===== src/rtl/tkr_asic_data_tx.sv =====
// Emulates one pCT tracker front-end ASIC data output: on an accepted start it
// serialises a start bit, an 11-bit header and n_clus 12-bit cluster words,
// followed by a run of idle zeros.
module tkr_asic_data_tx #(
  parameter int unsigned MaxClus = 10,  // largest accepted cluster count (0..14)
  parameter int unsigned Gap     = 2    // idle zero bits after each packet (>= 1)
) (
  input  logic        clk_i,
  input  logic        rst_i,
  input  logic        clus_wr_i,
  input  logic [3:0]  clus_addr_i,
  input  logic [11:0] clus_data_i,
  input  logic        start_i,
  input  logic [1:0]  tag_i,
  input  logic        chip_err_i,
  input  logic [1:0]  hdr_spare_i,
  input  logic [3:0]  n_clus_i,
  input  logic        bad_parity_i,
  output logic        data_out_o,
  output logic        busy_o,
  output logic        done_o,
  output logic        error_o
);

  localparam int unsigned     GapW     = (Gap > 1) ? $clog2(Gap) : 1;
  localparam logic [GapW-1:0] GapLast  = GapW'(Gap - 1);
  localparam logic [3:0]      MaxClusL = 4'(MaxClus);

  localparam logic [1:0] StIdle = 2'd0;
  localparam logic [1:0] StHead = 2'd1;
  localparam logic [1:0] StClus = 2'd2;
  localparam logic [1:0] StGap  = 2'd3;

  logic [11:0]     ram_q [16];
  logic [15:0]     shadow_q, shadow_d;
  logic [1:0]      state_q, state_d;
  logic [11:0]     shreg_q, shreg_d;
  logic [3:0]      bit_cnt_q, bit_cnt_d;
  logic [3:0]      word_cnt_q, word_cnt_d;
  logic [GapW-1:0] gap_cnt_q, gap_cnt_d;
  logic [3:0]      n_clus_q, n_clus_d;
  logic            data_out_q, data_out_d;
  logic            done_q, done_d;
  logic            error_q, error_d;

  logic        idle;
  logic        wr_en;
  logic        accept;
  logic [15:0] clus_mask;
  logic        parity;
  logic [11:0] hdr_word;
  logic [3:0]  word_next;
  logic [3:0]  word_last;

  assign idle      = (state_q == StIdle);
  assign wr_en     = clus_wr_i && idle;
  assign accept    = start_i && idle && (n_clus_i <= MaxClusL);
  assign word_next = word_cnt_q + 4'd1;
  assign word_last = n_clus_q - 4'd1;

  // Parity shadow with this cycle's write applied, so a simultaneous write and
  // start see the new value.
  always_comb begin
    shadow_d = shadow_q;
    if (wr_en) shadow_d[clus_addr_i] = ^clus_data_i;
  end

  // Header word with odd parity over everything after the start bit.
  always_comb begin
    clus_mask = 16'((17'd1 << n_clus_i) - 17'd1);
    parity    = ~(^{tag_i, chip_err_i, hdr_spare_i, n_clus_i})
                ^ (^(shadow_d & clus_mask)) ^ bad_parity_i;
    hdr_word  = {1'b1, 1'b0, tag_i, chip_err_i, parity, hdr_spare_i, n_clus_i};
  end

  // Next-state logic: data_out_d is the bit that will be on the line next cycle.
  always_comb begin
    state_d    = state_q;
    shreg_d    = shreg_q;
    bit_cnt_d  = bit_cnt_q;
    word_cnt_d = word_cnt_q;
    gap_cnt_d  = gap_cnt_q;
    n_clus_d   = n_clus_q;
    data_out_d = 1'b0;
    done_d     = 1'b0;
    error_d    = start_i && !accept;

    unique case (state_q)
      StIdle: begin
        if (accept) begin
          state_d    = StHead;
          data_out_d = hdr_word[11];
          shreg_d    = {hdr_word[10:0], 1'b0};
          bit_cnt_d  = 4'd0;
          n_clus_d   = n_clus_i;
        end
      end
      StHead: begin
        if (bit_cnt_q == 4'd11) begin
          bit_cnt_d = 4'd0;
          if (n_clus_q != 4'd0) begin
            state_d    = StClus;
            word_cnt_d = 4'd0;
            data_out_d = ram_q[0][11];
            shreg_d    = {ram_q[0][10:0], 1'b0};
          end else begin
            state_d   = StGap;
            gap_cnt_d = '0;
          end
        end else begin
          data_out_d = shreg_q[11];
          shreg_d    = {shreg_q[10:0], 1'b0};
          bit_cnt_d  = bit_cnt_q + 4'd1;
        end
      end
      StClus: begin
        if (bit_cnt_q == 4'd11) begin
          bit_cnt_d = 4'd0;
          if (word_cnt_q == word_last) begin
            state_d    = StGap;
            word_cnt_d = 4'd0;
            gap_cnt_d  = '0;
          end else begin
            word_cnt_d = word_next;
            data_out_d = ram_q[word_next][11];
            shreg_d    = {ram_q[word_next][10:0], 1'b0};
          end
        end else begin
          data_out_d = shreg_q[11];
          shreg_d    = {shreg_q[10:0], 1'b0};
          bit_cnt_d  = bit_cnt_q + 4'd1;
        end
      end
      StGap: begin
        if (gap_cnt_q == GapLast) begin
          state_d   = StIdle;
          gap_cnt_d = '0;
          done_d    = 1'b1;
        end else begin
          gap_cnt_d = gap_cnt_q + 1'b1;
        end
      end
      default: state_d = StIdle;
    endcase
  end

  // Control and output registers; reset wins over any start.
  always_ff @(posedge clk_i) begin
    if (rst_i) begin
      state_q    <= StIdle;
      shreg_q    <= '0;
      bit_cnt_q  <= '0;
      word_cnt_q <= '0;
      gap_cnt_q  <= '0;
      n_clus_q   <= '0;
      shadow_q   <= '0;
      data_out_q <= 1'b0;
      done_q     <= 1'b0;
      error_q    <= 1'b0;
    end else begin
      state_q    <= state_d;
      shreg_q    <= shreg_d;
      bit_cnt_q  <= bit_cnt_d;
      word_cnt_q <= word_cnt_d;
      gap_cnt_q  <= gap_cnt_d;
      n_clus_q   <= n_clus_d;
      shadow_q   <= shadow_d;
      data_out_q <= data_out_d;
      done_q     <= done_d;
      error_q    <= error_d;
    end
  end

  // Cluster RAM: contents are not reset.
  always_ff @(posedge clk_i) begin
    if (!rst_i && wr_en) ram_q[clus_addr_i] <= clus_data_i;
  end

  assign data_out_o = data_out_q;
  assign busy_o     = !idle;
  assign done_o     = done_q;
  assign error_o    = error_q;

endmodule

===== config.mk =====
export PLATFORM = sky130hd
export DESIGN_NAME = tkr_asic_data_tx
export DESIGN_NICKNAME = d
export VERILOG_FILES = /design/src/rtl/tkr_asic_data_tx.sv
export SDC_FILE = /design/constraint.sdc
export NUM_CORES = 1
export LEC_CHECK = 0
export BUFFER_PORTS_ARGS = -buffer_cell sky130_fd_sc_hd__clkbuf_2
export CORE_MARGIN = 4
export CORE_UTILIZATION = 39
export CTS_CLUSTER_SIZE = 28
export DETAILED_ROUTE_END_ITERATION = 10
export GPL_TIMING_DRIVEN = 0
export SLEW_MARGIN = 30
export SYNTH_ARGS = -nofsm -noshare
export SYNTH_HDL_FRONTEND = slang
export SYNTH_SLANG_ARGS = --single-unit

===== constraint.sdc =====
create_clock -name clk_i -period 4.1 [get_ports clk_i]
set_input_delay 0.205 -clock clk_i [delete_from_list [all_inputs] [get_ports clk_i]]
set_output_delay 0.205 -clock clk_i [all_outputs]
set_load 0.1 [all_outputs]

==> results.py, run 1 <==
metrics = {
    "synth": {
        "yosysMostFrequentCell": "edfxtp_1",
        "syn_avg_cell_area_um2": 14.1,
        "ys_types": 63,
        "synth_top_flop_cell": "edfxtp_1",
        "synth_top_area_frac": 0.540,
        "ys_seq_elements": 237,
        "synth_area_um2": 10700,
        "syn_inst": 758,
        "synth_seq_area_share": 0.624,
        "async_reset_ff_frac": 0,
        "synth_edf_count": 192,
        "synth_fp_nets": 807,
        "synth.area.top_cells": "edfxtp_1 (54%), mux4_2 (10%), dfxtp_1 (8.4%)",
        "yosysWarnings": 0,
        "synth_commonest_cells": "edfxtp_1 (192), nor2_1 (83), a21oi_1 (53), mux4_2 (49), dfxtp_1 (45)",
        "yosys.area.top_type": "edfxtp_1",
    },
    "global_route": {
        "gr-total-overflow": 0,
        "grt_pass1_vias": 6474,
        "grt_max_degree": 18,
        "grtUsageTotal": 0.168,
        "grt_first_pass_wirelength_um": 39200,
        "antenna_found_initial": 0,
    },
    "sta": {
        "hold_viol_final": 0,
        "rsz0062_at_grt": "no",
        "slew_violations": 0,
        "finalSetupViolations": 0,
        "finalCritPeriodShare": 0.907,
        "clock_skew_ps": 15.4,
        "tightest_slew_ps": 898,
        "period_minus_slack_ps": 3720,
        "max_freq_ghz": 0.269,
        "fin_tns_setup_ps": 0,
        "relSlewSlack": 0.401,
    },
    "cells_and_area": {
        "syn_to_final_growth_pct": 14.3,
        "fill_cells": 2348,
        "antennaDiodeCount": 0,
        "multi_input_comb_area_um2": 3800,
        "seq_area_um2": 6670,
        "nNetsFinal": 872,
        "finalNonFillerCells": 1182,
        "layout-drive-gt1-share": 0.193,
    },
    "placement": {
        "dp_cells": 1135,
        "place.gp.congestion": 0.869,
        "hpwl_um": 17400,
        "portBuffers": 28,
    },
    "routing": {
        "dr.pass1.iters": 5,
        "via_per_inst": 5.54,
        "drt_iter0_markers": 569,
        "drt-wirelength-per-cell_um": 21.7,
        "wl_um": 25600,
        "antenna_left": 0,
        "num_vias": 6544,
        "drcViolationCount": 0,
    },
    "setup_path": {
        "start_kind": "flop",
        "critical-path-top-delay-family": "compound AO/OA/AOI/OAI gates",
        "max_stage_delay_ps": 560,
        "crit_required_ps": 4500,
        "worst_setup_path_end_kind": "flop",
        "cp_slowest_cell": "buf_1",
        "cp_num_buf_inv": 2,
        "cpMostUsedCell": "a21oi_1",
        "crit_chain": "ha_1 > buf_1 > clkbuf_2 > mux4_2 > a211oi_1 > a21oi_1 > a221oi_1 > a2111oi_0 > a21oi_1 > nor2_1",
        "cp_data_arrival_time_ps": 4120,
        "critPathKind": "flop to flop",
        "path_max_fanout": 10,
        "r2r_slack_ps": 380,
    },
    "power": {
        "ir_worst_vdd_mv": 0.360,
        "swShare": 0.297,
        "power.density_nw_per_um2": 518,
        "p_switching_mw": 1.88,
        "combPwrFrac": 0.212,
        "clkPwrFrac": 0.353,
        "p_seq_frac": 0.435,
        "p_int_mw": 4.45,
        "leakagePower_nw": 4.07,
    },
    "die": {
        "core_area_um2": 27000,
        "initial_utilization": 0.396,
        "die_w_um": 173,
        "ioPinCount": 34,
        "die_h_um": 173,
        "dieArea_um2": 30100,
        "rows": 60,
    },
    "cts": {
        "path_clk_slew_ps": 60,
        "worstSkewPairLatency_ps": 540,
        "cts.sinks": 237,
        "cts.path.max_buffers": 3,
        "cts_tree": "done",
        "clockRootBuffer": "clkbuf_16",
        "cts_made_buffers": 26,
        "cts_htree_levels": 1,
        "cts_setup_buffers": 0,
    },
    "flow_run": {
        "drv_cap": 0,
    },
    "worst_hold_path": {
        "hold_class": "primary input to flop",
    },
    "status": {
        "status": "finished clean",
    },
}
[stage by stage]
step	utilization	power [mW]	hold WS [ps]	cell area [um^2]	worst slack [ps]
4_1_cts	0.453	6.36	89.5	12200	175
5_1_grt	0.453	6.60	124	12200	110
6_report	0.453	6.33	119	12200	380
3_5_place_dp	0.422	4.13	435	11400	203
3_3_place_gp	0.417	4.11	438	11200	21.9
2_1_floorplan	-	3.75	304	10700	1230
[cells by family (layout without fill, tap and decap cells)]
family / count (synthesis) / in the layout / share of synthesized area
adders and majority gates: 19 / 19 / 0.0223
buffers and inverters: 63 / 146 / 0.0245
and+or+nand+nor: 205 / 205 / 0.0923
muxes: 70 / 70 / 0.123
AOI/OAI and AO/OA: 121 / 121 / 0.0729
xor gates and xnor gates: 43 / 43 / 0.0407
DFF: 237 / 237 / 0.624
[metal layers]
metal / global-route usage / vias up / part of all wire
met3: 0.0218 / 41 / 0.044
met5: 0 / - / 0
met4: 0.0442 / 0 / 0.027
li1: - / 3033 / -
met2: 0.272 / 162 / 0.48
met1: 0.243 / 3308 / 0.45
[repair_timing]
item                                    in CTS  in global routing
hold buffers                                 1                  0
hold endpoints to repair                     1                  0
resized for setup                            0                  2
endpoints found under the setup margin       0                  3
[registers in the layout, summed over array words and instances, names as in the netlist]
signal and count:
word_cnt_q 4, shreg_q 11, done_o 1, gap_cnt_q 1, data_out_o 1, bit_cnt_q 4
state_q 2, n_clus_q 4, shadow_q 16, ram_q 192, error_o 1
[worst paths after layout]
path | startpoint | end | cells after the start
setup / recovery | word_cnt_q[1] | shreg_q[4] | 10
hold / removal | clus_data_i[10] | ram_q[0][10] | 1
setup reg to reg | word_cnt_q[1] | shreg_q[4] | 10
hold reg to reg | gap_cnt_q | done_o | 2
[power by group through the flow]
stage | registers (mW) | clock network (mW) | logic, mW
after detailed placement | 2.80 | 0 | 1.33
after floorplan | 2.81 | 0 | 0.944
after global routing | 2.76 | 2.38 | 1.46
after global placement | 2.80 | 0 | 1.31
after CTS | 2.75 | 2.28 | 1.33
final | 2.75 | 2.23 | 1.34
[cell type report]
type / instances / share of cell area
buffer: 48 / 0.0170
clock inverter: 15 / 0.0125
sequential: 237 / 0.546
multi-input combinational: 458 / 0.311
tap: 341 / 0.0349
inverter: 15 / 0.00461
clock buffer: 31 / 0.0548
timing repair buffer: 37 / 0.0188
[worst register-to-register path, cell delays in order (launching register included)]
cell and delay [ps]:
dfxtp_1 350, ha_1 470, buf_1 560, clkbuf_2 410
mux4_2 350, a211oi_1 500, a21oi_1 90, a221oi_1 510
a2111oi_0 130, a21oi_1 150, nor2_1 60
[layout by cell type, fill, tap and decap left out, drive strengths merged, types with 5 or more instances in the layout]
cell type  synthesis  final
ha                19     19
and2              10     10
inv               15     16
mux4              49     49
a211oi            11     11
a21oi             53     53
dfxtp             45     45
nand2b             5      5
nor3              30     30
nor2              84     84
xor2               9      9
xnor2             30     30
clkinv             0     11
or3                6      6
nor2b              5      5
clkbuf            36     96
buf               12     19
nand2             35     35
a221oi            10     10
a2111oi            8      8
o21ai             15     15
edfxtp           192    192
nand3              8      8
mux2i             20     20
Note: power is estimated with default switching activity, not from simulation.
==> run 2, diff against run 1 <==
HOLD_SLACK_MARGIN = 0.12   (was not set)
==> run 2 against run 1 <==
  * Sequential share of layout area decreased by 0.18 points
  * Via count grew 0.49%
  * Utilization increased by 0.15 points
  * Global-route usage barely moved
  * Non-clock buffer count up 4
  * Final area rose by 0.33%
  * Register-to-register slack got worse by 60 ps
  * Largest power group unchanged
  * Highest routed layer unchanged
==> results.py, run 2 (same netlist as run 1, synthesis figures left out) <==
metrics = {
    "setup_path": {
        "r2r-end": "shreg_q[4]",
        "path_max_fanout": 10,
        "start_kind": "flop",
        "crit_chain": "ha_1 > buf_1 > clkbuf_2 > mux4_2 > a211oi_1 > a21oi_1 > a221oi_1 > a2111oi_0 > a21oi_1 > nor2_1",
        "worst_setup_path_end_kind": "flop",
        "worst_r2r_startpoint": "word_cnt_q[1]",
        "crit_required_ps": 4500,
        "cp_slowest_cell": "buf_1",
        "critPathKind": "flop to flop",
        "cp_data_arrival_time_ps": 4180,
        "cpMostUsedCell": "a21oi_1",
        "max_stage_delay_ps": 580,
        "r2r_slack_ps": 320,
        "reg2reg_depth": 10,
    },
    "sta": {
        "slew_violations": 0,
        "clock_skew_ps": 15.7,
        "fin_tns_setup_ps": 0,
        "finalSetupViolations": 0,
        "max_freq_ghz": 0.265,
        "setup_ws_ps": 321,
        "hold_viol_final": 0,
        "rsz0062_at_grt": "no",
        "finalCritPeriodShare": 0.922,
        "period_minus_slack_ps": 3780,
        "tightest_slew_ps": 911,
        "relSlewSlack": 0.392,
    },
    "cts": {
        "clockRootBuffer": "clkbuf_16",
        "path_clk_slew_ps": 60,
        "cts_tree": "done",
        "cts.path.max_buffers": 3,
        "cts.sinks": 237,
        "worstSkewPairLatency_ps": 540,
        "cts_made_buffers": 26,
        "cts_htree_levels": 1,
    },
    "die": {
        "core_area_um2": 27000,
        "rows": 60,
        "die_h_um": 173,
        "dieArea_um2": 30100,
        "initial_utilization": 0.396,
        "die_w_um": 173,
        "ioPinCount": 34,
    },
    "routing": {
        "dr.pass1.iters": 5,
        "drt-wirelength-per-cell_um": 21.7,
        "wl_um": 25700,
        "via_per_inst": 5.54,
        "num_vias": 6576,
        "drcViolationCount": 0,
        "antenna_left": 0,
        "drt_iter0_markers": 619,
    },
    "power": {
        "leakagePower_nw": 4.08,
        "ir_worst_vdd_mv": 0.365,
        "power.density_nw_per_um2": 517,
        "power.total_mw": 6.33,
    },
    "global_route": {
        "grtUsageTotal": 0.169,
        "antenna_found_initial": 0,
        "grt_first_pass_wirelength_um": 39200,
        "grt_pass1_vias": 6481,
        "gr-total-overflow": 0,
        "grt_max_degree": 18,
    },
    "cells_and_area": {
        "syn_to_final_growth_pct": 14.7,
        "layout-drive-gt1-share": 0.192,
        "reg_top3": "ram_q (192), shadow_q (16), shreg_q (11)",
        "largest_register_ffs": 192,
        "layout_commonest_cell": "edfxtp_1",
        "antennaDiodeCount": 0,
        "fin_util": 0.455,
        "fill_cells": 2347,
        "largest-register": "ram_q",
        "nNetsFinal": 876,
        "most-common-layout-cells": "edfxtp_1 (192), nor2_1 (71), a21oi_1 (53), mux4_2 (49), dfxtp_1 (45)",
    },
    "worst_hold_path": {
        "min_to": "shreg_q[8]",
        "hold_class": "primary input to flop",
        "whs_path_depth": 5,
        "hp-start": "chip_err_i",
    },
    "placement": {
        "hpwl_um": 17400,
        "portBuffers": 28,
        "place.gp.congestion": 0.869,
        "post-place-ws_ps": 203,
    },
    "status": {
        "status": "finished clean",
    },
    "flow_run": {
        "drv_cap": 0,
    },
}
## run 2: changes by cell type in the layout (fill, tap and decap cells not counted)
cell	change
dlygate4sd3_1	+4
## run 2: power breakdown
part	total [mW]	internal [mW]	switching, mW
combinational	1.35	0.459	0.887
sequential	2.75	2.70	0.0553
clock	2.23	1.30	0.936
## run 2: what timing repair did
item	4_1_cts	5_1_grt
hold buffers	5	0
resized for setup	0	2
endpoints found under the hold margin	48	0
setup endpoints to repair	0	3
setup buffers	0	0
## run 2: cell type report
type | count | area [um^2] | area share
sequential | 237 | 6670 | 0.544
multi-input combinational | 458 | 3800 | 0.310
clock buffer | 31 | 669 | 0.0546
tap | 341 | 427 | 0.0348
timing repair buffer | 41 | 269 | 0.0220
buffer | 48 | 208 | 0.0170
clock inverter | 15 | 153 | 0.0125
inverter | 15 | 56.3 | 0.00460
## run 2: worst max-delay path, delay by kind of cell (launching register included)
family | cells | cell delay [ps]
AOI/OAI and AO/OA | 5 | 1430
buffers and inverters | 2 | 990
adders and majority gates | 1 | 470
DFF | 1 | 350
muxes | 1 | 340
and+or+nand+nor | 1 | 60
## run 2: stage by stage
stage	instance area, um^2	hold WS, ps	cells
after floorplan	10700	304	758
after global placement	11200	438	1127
after detailed placement	11400	435	1135
after CTS	12200	127	1186
after global routing	12200	146	1186
final	12200	140	1186
## run 2: per-layer routing
layer | vias to the layer above | track usage | wire (um)
met2 | 167 | 0.272 | 12300
met3 | 37 | 0.0218 | 1210
met5 | - | 0 | 0
met4 | 0 | 0.0442 | 661
li1 | 3043 | - | -
met1 | 3329 | 0.243 | 11500
## run 2: worst max-delay path by stage
stage	startpoint	endpoint	slack, ps	depth (start not counted)
2_1_floorplan	n_clus_i[0]	shreg_q[7]	1230	14
3_3_place_gp	state_q[0]	ram_q[14][0]	20	5
3_5_place_dp	word_cnt_q[1]	shreg_q[4]	200	10
4_1_cts	word_cnt_q[1]	shreg_q[4]	180	10
5_1_grt	word_cnt_q[1]	shreg_q[11]	110	12
6_report	word_cnt_q[1]	shreg_q[4]	320	10
==> run 3, diff against run 2 <==
CORE_MARGIN = 2   (was 4)
PLACE_DENSITY = 0.55   (was not set)
==> run 3 against run 2 <==
  * Utilization increased by 0.30 points
  * Flip-flop and latch count unchanged
  * Clock-buffer cell count decreased by 4
  * Routed wire length increased by 0.57%
  * Sequential power about the same
  * Hold slack got worse by 15 ps
  * Cell count increased by 0.51%
  * Critical path depth increased by 2
==> results.py, run 3 (same netlist as run 1, synthesis figures left out) <==
metrics = {
    "status": {
        "status": "finished clean",
    },
    "cells_and_area": {
        "multi_input_comb_area_um2": 3810,
        "syn_to_final_growth_pct": 15.5,
        "layout_commonest_cell": "edfxtp_1",
        "most-common-layout-cells": "edfxtp_1 (192), nor2_1 (71), a21oi_1 (53), mux4_2 (49), dfxtp_1 (45)",
        "largest-register": "ram_q",
        "antennaDiodeCount": 0,
        "design_area_um2": 12300,
        "fill_cells": 2416,
        "layout-drive-gt1-share": 0.199,
        "seq_area_um2": 6670,
        "reg_top3": "ram_q (192), shadow_q (16), shreg_q (11)",
        "largest_register_ffs": 192,
        "nNetsFinal": 880,
    },
    "cts": {
        "cts_made_buffers": 26,
        "path_clk_slew_ps": 60,
        "worstSkewPairLatency_ps": 540,
        "cts_setup_buffers": 0,
        "cts.path.max_buffers": 3,
        "cts.sinks": 237,
        "clockRootBuffer": "clkbuf_16",
        "cts_htree_levels": 1,
        "cts_tree": "done",
    },
    "global_route": {
        "grt_pass1_vias": 6447,
        "antenna_found_initial": 0,
        "grt_first_pass_wirelength_um": 39200,
        "grt_max_degree": 18,
        "gr-total-overflow": 0,
        "grtUsageTotal": 0.182,
    },
    "routing": {
        "num_vias": 6514,
        "drt_iter0_markers": 455,
        "wl_um": 25800,
        "via_per_inst": 5.46,
        "antenna_left": 0,
        "drcViolationCount": 0,
        "drt-wirelength-per-cell_um": 21.7,
        "dr.pass1.iters": 5,
    },
    "setup_path": {
        "path_max_fanout": 10,
        "critPathKind": "flop to flop",
        "cp_data_arrival_time_ps": 4040,
        "crit_required_ps": 4500,
        "worst_setup_path_end_kind": "flop",
        "start_kind": "flop",
    },
    "placement": {
        "place.gp.congestion": 0.823,
        "dpl_cell_area_um2": 11400,
        "hpwl_um": 17900,
        "portBuffers": 28,
        "post-place-ws_ps": 217,
    },
    "die": {
        "ioPinCount": 34,
        "dieArea_um2": 28700,
        "die_h_um": 169,
        "die_w_um": 169,
        "rows": 60,
        "core_area_um2": 27000,
        "initial_utilization": 0.396,
    },
    "sta": {
        "slew_violations": 0,
        "setup_ws_ps": 463,
        "fin_tns_setup_ps": 0,
        "clock_skew_ps": 8.21,
        "finalSetupViolations": 0,
        "period_minus_slack_ps": 3640,
        "finalCritPeriodShare": 0.887,
        "max_freq_ghz": 0.275,
        "hold_viol_final": 0,
        "rsz0062_at_grt": "no",
        "relSlewSlack": 0.403,
        "tightest_slew_ps": 894,
    },
    "flow_run": {
        "drv_cap": 0,
    },
    "power": {
        "power.total_mw": 6.43,
        "power.density_nw_per_um2": 521,
        "leakagePower_nw": 4.12,
        "ir_worst_vdd_mv": 0.302,
    },
    "worst_hold_path": {
        "hold_class": "primary input to flop",
    },
}
-- run 3: cell types whose count changed in the layout (fill, tap and decap cells not counted), moves of 2 or more --
| cell | delta |
|---|---|
| clkbuf_1 | -3 |
| clkinv_1 | +3 |
| buf_6 | +2 |
| clkinvlp_4 | +2 |
| buf_4 | +2 |
-- run 3: path summary, 6_finish.rpt --
check	slack (ps)	cells after the start	endpoint	from
worst max-delay path	460	12	shreg_q[11]	word_cnt_q[1]
worst min register to register	450	2	done_o	gap_cnt_q
worst max register to register	460	12	shreg_q[11]	word_cnt_q[1]
worst min-delay path	120	1	ram_q[14][10]	clus_data_i[10]
-- run 3: worst max-delay path: stages, from the launching register on --
cell	delay [ps]
dfxtp_1	350
ha_1	450
buf_1	560
clkbuf_1	630
mux4_2	430
mux2i_1	190
nand2_1	80
a32oi_1	360
o21ai_0	130
nand2_1	90
nor2_1	40
a21oi_1	120
nor2_1	50
-- run 3: what timing repair did --
action | in CTS | in global routing
hold buffers | 6 | 0
endpoints found under the hold margin | 59 | 0
gates resized for setup | 0 | 1
setup endpoints to repair | 0 | 1
-- run 3: final cells by class --
class	instances	area share
sequential	237	0.541
multi-input combinational	458	0.309
clock buffer	27	0.0531
tap	341	0.0346
timing repair buffer	45	0.0245
clock inverter	21	0.0169
buffer	48	0.0168
inverter	15	0.00457
-- run 3: through the flow --
step / std cells / utilization / hold slack, ps
after detailed placement: 1138 / 0.423 / 444
after CTS: 1192 / 0.457 / 122
final: 1192 / 0.458 / 125
after global placement: 1127 / 0.417 / 438
after floorplan: 758 / - / 304
after global routing: 1192 / 0.458 / 130
-- run 3: routing by layer --
metal / global-route usage / up-vias / routed length, um
met2: 0.288 / 174 / 12000
met5: 0 / - / 0
li1: - / 3051 / -
met3: 0.0308 / 28 / 1370
met1: 0.267 / 3261 / 12100
met4: 0.0360 / 0 / 429
-- run 3: where the power goes --
part / switching, mW / total, mW / internal, mW / leakage, nW
sequential: 0.0553 / 2.75 / 2.70 / 2.09
combinational: 0.888 / 1.35 / 0.460 / 1.61
clock: 0.969 / 2.33 / 1.36 / 0.417
total: 1.91 / 6.43 / 4.51 / 4.12
